===== src/rtl/mio_arbiter.sv =====
`default_nettype none
// ============================================================================
//  Module   : mio_arbiter
//  Purpose  : Shares the mio memory port between fetch and load/store.
//  Revision : 1.0
// ============================================================================
module mio_arbiter #(
    parameter int STARVE  = 4,
    parameter int TIMEOUT = 64
) (
    input  logic        clk,
    input  logic        clr,
    input  logic        f_req,
    input  logic [31:0] f_addr,
    output logic        f_gnt,
    output logic        f_vld,
    output logic [31:0] f_rdata,
    output logic        f_err,
    input  logic        d_req,
    input  logic        d_we,
    input  logic [31:0] d_addr,
    input  logic [31:0] d_wdata,
    input  logic [3:0]  d_wmask,
    output logic        d_gnt,
    output logic        d_vld,
    output logic [31:0] d_rdata,
    output logic        d_err,
    output logic        mio_req,
    output logic        mio_we,
    output logic [31:0] mio_addr,
    output logic [31:0] mio_wdata,
    output logic [3:0]  mio_wmask,
    input  logic        mio_vld,
    input  logic [31:0] mio_rdata
);

    typedef enum logic [0:0] {
        c_idle = 1'b0,
        c_busy = 1'b1
    } state_t;

    localparam logic [3:0] c_starve_max = 4'(STARVE);
    localparam logic [7:0] c_timeout    = 8'(TIMEOUT);

    state_t      r_state;
    logic        r_owner_d;
    logic [3:0]  r_starve;
    logic [7:0]  r_wd;
    logic        w_pick_f;

    // Data normally wins; fetch wins alone or once it has been starved enough.
    assign w_pick_f = f_req & (~d_req | (r_starve == c_starve_max));

    always_ff @(posedge clk) begin
        if (clr) begin
            r_state   <= c_idle;
            r_owner_d <= 1'b0;
            r_starve  <= '0;
            r_wd      <= '0;
            f_gnt     <= 1'b0;
            f_vld     <= 1'b0;
            f_rdata   <= '0;
            f_err     <= 1'b0;
            d_gnt     <= 1'b0;
            d_vld     <= 1'b0;
            d_rdata   <= '0;
            d_err     <= 1'b0;
            mio_req   <= 1'b0;
            mio_we    <= 1'b0;
            mio_addr  <= '0;
            mio_wdata <= '0;
            mio_wmask <= '0;
        end else begin
            f_gnt   <= 1'b0;
            d_gnt   <= 1'b0;
            mio_req <= 1'b0;
            f_vld   <= 1'b0;
            d_vld   <= 1'b0;
            f_err   <= 1'b0;
            d_err   <= 1'b0;
            case (r_state)
                c_idle: begin
                    if (f_req | d_req) begin
                        r_state <= c_busy;
                        r_wd    <= 8'd1;
                        mio_req <= 1'b1;
                        if (w_pick_f) begin
                            r_owner_d <= 1'b0;
                            f_gnt     <= 1'b1;
                            mio_we    <= 1'b0;
                            mio_addr  <= f_addr;
                            mio_wdata <= '0;
                            mio_wmask <= '0;
                            r_starve  <= '0;
                        end else begin
                            r_owner_d <= 1'b1;
                            d_gnt     <= 1'b1;
                            mio_we    <= d_we;
                            mio_addr  <= d_addr;
                            mio_wdata <= d_wdata;
                            mio_wmask <= d_wmask;
                            if (!f_req)
                                r_starve <= '0;
                            else if (r_starve != c_starve_max)
                                r_starve <= r_starve + 4'd1;
                        end
                    end
                end
                c_busy: begin
                    // A response on the timeout edge still counts as a normal completion.
                    if (mio_vld) begin
                        r_state <= c_idle;
                        if (r_owner_d) begin
                            d_vld   <= 1'b1;
                            d_rdata <= mio_rdata;
                        end else begin
                            f_vld   <= 1'b1;
                            f_rdata <= mio_rdata;
                        end
                    end else if (r_wd == c_timeout) begin
                        r_state <= c_idle;
                        if (r_owner_d) begin
                            d_vld   <= 1'b1;
                            d_err   <= 1'b1;
                            d_rdata <= '0;
                        end else begin
                            f_vld   <= 1'b1;
                            f_err   <= 1'b1;
                            f_rdata <= '0;
                        end
                    end else begin
                        r_wd <= r_wd + 8'd1;
                    end
                end
                default: r_state <= c_idle;
            endcase
        end
    end

endmodule
`default_nettype wire


===== config.mk =====
export PLATFORM = sky130hd
export DESIGN_NAME = mio_arbiter
export DESIGN_NICKNAME = d
export VERILOG_FILES = /design/src/rtl/mio_arbiter.sv
export SDC_FILE = /design/constraint.sdc
export NUM_CORES = 1
export LEC_CHECK = 0
export ABC_CLOCK_PERIOD_IN_PS = 3300
export BUFFER_PORTS_ARGS = -buffer_cell sky130_fd_sc_hd__buf_2
export CAP_MARGIN = 5
export CORE_MARGIN = 2
export CORE_UTILIZATION = 51
export DETAILED_ROUTE_END_ITERATION = 12
export GPL_TIMING_DRIVEN = 0
export PLACE_DENSITY = 0.85
export SYNTH_ARGS = -nofsm -noshare
export SYNTH_HDL_FRONTEND = slang
export SYNTH_SLANG_ARGS = --single-unit

===== constraint.sdc =====
create_clock -name clk -period 3.3 [get_ports clk]
set_input_delay 0.165 -clock clk [delete_from_list [all_inputs] [get_ports clk]]
set_output_delay 0.165 -clock clk [all_outputs]
set_load 0.01 [all_outputs]

==> flow_metrics.py <==
metrics = {
    "pwr": {
        "p_seq_frac": 0.439,
        "swShare": 0.261,
        "power.share.clock": 0.410,
        "powerDensity_mw_per_mm2": 523,
        "p_leak_nw": 3.81,
        "ir_worst_vdd_uv": 375,
        "switchingPower_w": 0.00120,
        "internal_power_w": 0.00338,
        "p_comb_frac": 0.151,
        "fin_total_pwr_w": 0.00458,
    },
    "global_routing": {
        "grt_use_total": 0.301,
        "overflow": 0,
        "grt_pass1_vias": 6487,
        "grt_max_degree": 17,
        "grt_pass1_wl_mm": 31.8,
        "antenna_found_initial": 0,
    },
    "sta": {
        "worst_slew_pin_slew_ps": 590,
        "period_needed_ps": 1880,
        "hold_viol_final": 0,
        "maxSlewViolCount": 0,
        "finClkSkew_ps": 7.22,
        "rsz0062_at_grt": "false",
        "slew_headroom": 0.603,
        "period_share": 0.569,
        "setup-violations-final": 0,
        "fin_tns_setup_ps": 0,
        "max_freq_ghz": 0.533,
    },
    "worst_setup_path": {
        "max_stage_delay_ps": 400,
        "critPathMaxFanout": 10,
        "critPathKind": "reg -> reg",
        "required_ps": 3610,
        "reg2reg_setup_slack_ps": 1420,
        "slowest_stage": "dfxtp_1",
        "arrival_ps": 2190,
        "crit_path_start_kind": "flop",
        "cp-end-kind": "flop",
        "cp_cell_sequence": "inv_1 -> ha_1 -> and4bb_1 -> a21o_1 -> buf_4 -> buf_2 -> a311oi_1",
    },
    "route": {
        "finalWirelength_mm": 20.8,
        "num_vias": 6927,
        "wire_per_inst_um": 18.4,
        "drtAntennaViolNets": 0,
        "drc_errors": 0,
        "vias_per_cell": 6.15,
        "drtIter0Drc": 757,
        "drtPass1Iterations": 6,
    },
    "hold_path": {
        "worstHoldPathType": "in -> reg",
    },
    "yosys": {
        "syn-mean-instance-area_um2": 9.84,
        "ys_types": 48,
        "syn_area_mm2": 0.00626,
        "netlist.area_leader.share": 0.493,
        "syn-num-nets": 778,
        "syn_inst": 636,
        "netlist_top_cells_area": "dfxtp_1, a311oi_1, a31oi_1",
        "synth.largest_area_cell": "dfxtp_1",
        "ys.flop_type": "dfxtp_1",
        "synth-async-reset-ratio": 0,
        "synth_seq_cells": 154,
        "yosysSeqAreaShare": 0.493,
        "synth_edf_count": 0,
        "synth-warning-count": 0,
    },
    "final_layout": {
        "fillers": 891,
        "drive_gt1_frac": 0.365,
        "layout.nets": 1111,
        "final_cell_mix": "buf_2, dfxtp_1, a31oi_1, a311oi_1, a211oi_1",
        "areaGrowthSynthToFinish_pct": 39.9,
        "diodes": 0,
        "final_common_cell": "buf_2",
    },
    "clocking": {
        "cts.sinks": 154,
        "cts_max_path_buffers": 2,
        "cts_resized": 0,
        "cts_buffers": 17,
        "worst_skew_pair.late_latency_ps": 420,
        "path_clk_slew_ps": 60,
        "ctsHtreeMaxLevel": 4,
        "post_cts_buffers": 0,
        "cts_tree": "done",
        "cts_root_buf": "clkbuf_16",
    },
    "die": {
        "die-area_mm2": 0.0132,
        "io_pins": 278,
        "placementRows": 40,
        "dieWidth_um": 115,
        "core-area_mm2": 0.0120,
        "start_util": 0.521,
        "die_y_um": 115,
    },
    "placed_design": {
        "portBuffers": 277,
        "hpwl_mm": 13.9,
        "routabilityCongestion": 0.910,
    },
    "run_status": {
        "status": "complete, no violations",
    },
    "run": {
        "cap_violations": 0,
    },
}
[registers in the layout, summed over array words and instances, names as in the netlist, 4 cells and up]
name / cells
d_rdata: 32
f_rdata: 32
mio_addr: 32
mio_wdata: 32
mio_wmask: 4
r_starve: 4
r_wd: 8
[per-stage QoR]
step / utilization / cells / instance area (um2) / setup slack (ps) / hold WS, ps
after CTS: 0.729 / 1126 / 8760 / 1460 / 39.6
after global routing: 0.729 / 1126 / 8760 / 1330 / 46.2
after floorplan: - / 636 / 6260 / 1720 / 298
final: 0.729 / 1126 / 8760 / 1420 / 46.8
after global placement: 0.652 / 1060 / 7830 / 1510 / 380
after detailed placement: 0.652 / 1060 / 7830 / 1500 / 389
[cell families after synthesis]
group | after synthesis | synth area share
flops | 154 | 0.493
buf+inv | 83 | 0.0622
compound gates | 284 | 0.349
fa+ha+maj | 4 | 0.00800
simple gates | 109 | 0.0850
mux | 2 | 0.00320
[power groups by stage]
stage | clock, W | sequential (W) | combinational, W
final | 0.00188 | 0.00201 | 0.000691
after global routing | 0.00196 | 0.00202 | 0.000744
after CTS | 0.00188 | 0.00201 | 0.000679
after detailed placement | 0 | 0.00204 | 0.000640
after global placement | 0 | 0.00204 | 0.000631
after floorplan | 0 | 0.00209 | 0.000310
[cell usage after synthesis, types with 2 or more instances]
cell type  count
a211o_1        2
a211oi_1      46
a211oi_2      18
a21o_1         4
a21oi_1        6
a22o_1        38
a311oi_1      64
a31oi_1       64
and2_1         2
and3_1         3
buf_1          3
buf_2         23
buf_4          5
buf_6          4
clkbuf_1      42
dfxtp_1      154
ha_1           4
inv_1          5
mux2i_1        2
nand2_1       39
nand2b_1       2
nand3_1        3
nand3b_1       2
nand4_1        2
nor2_1        36
nor3_1         3
nor4b_1        4
o21ai_0       32
o32ai_1        2
or3_1          3
or4_1          2
[repair_timing]
| item | 4_1_cts | 5_1_grt |
|---|---|---|
| hold endpoints to repair | 37 | 0 |
| hold buffers | 37 | 0 |
| setup endpoints to repair | 0 | 0 |
[cell type report]
cell class	count	area, um2	share of cell area
Multi-Input combinational cell	399	2790	0.318
Inverter	6	22.5	0.00257
Clock inverter	8	97.6	0.0111
Clock buffer	21	460	0.0526
Buffer	77	367	0.0419
Sequential cell	154	3080	0.352
Timing Repair Buffer	314	1760	0.201
Tap cell	147	184	0.0210
[worst paths after layout]
path | start | depth (start not counted) | endpoint
worst min-delay path | d_addr[6] | 3 | mio_addr[6]$_SDFFE_PP0P_
worst max register to register | r_wd[0]$_SDFFE_PP0P_ | 7 | f_rdata[20]$_SDFFE_PP0P_
worst min register to register | r_owner_d$_SDFFE_PP0P_ | 1 | r_owner_d$_SDFFE_PP0P_
worst max-delay path | r_wd[0]$_SDFFE_PP0P_ | 7 | f_rdata[20]$_SDFFE_PP0P_
[worst max-delay path: cells and delay by family (launching register included)]
kind / cells / cell delay, ps
AOI/OAI and AO/OA: 2 / 480
adders and majority gates: 1 / 190
buffers and inverters: 3 / 450
DFF: 1 / 400
and+or+nand+nor: 1 / 260
[layer usage]
layer  up-vias  wire [um]  share of wire  global-route usage
li1       3174          -              -                   -
met1      3277       8400           0.40               0.367
met2       409       9860           0.48               0.502
met3        67       1670          0.081              0.0680
met4         0        814          0.039               0.152
met5         -          0              0                   0
(Power assumes the default switching activity.)
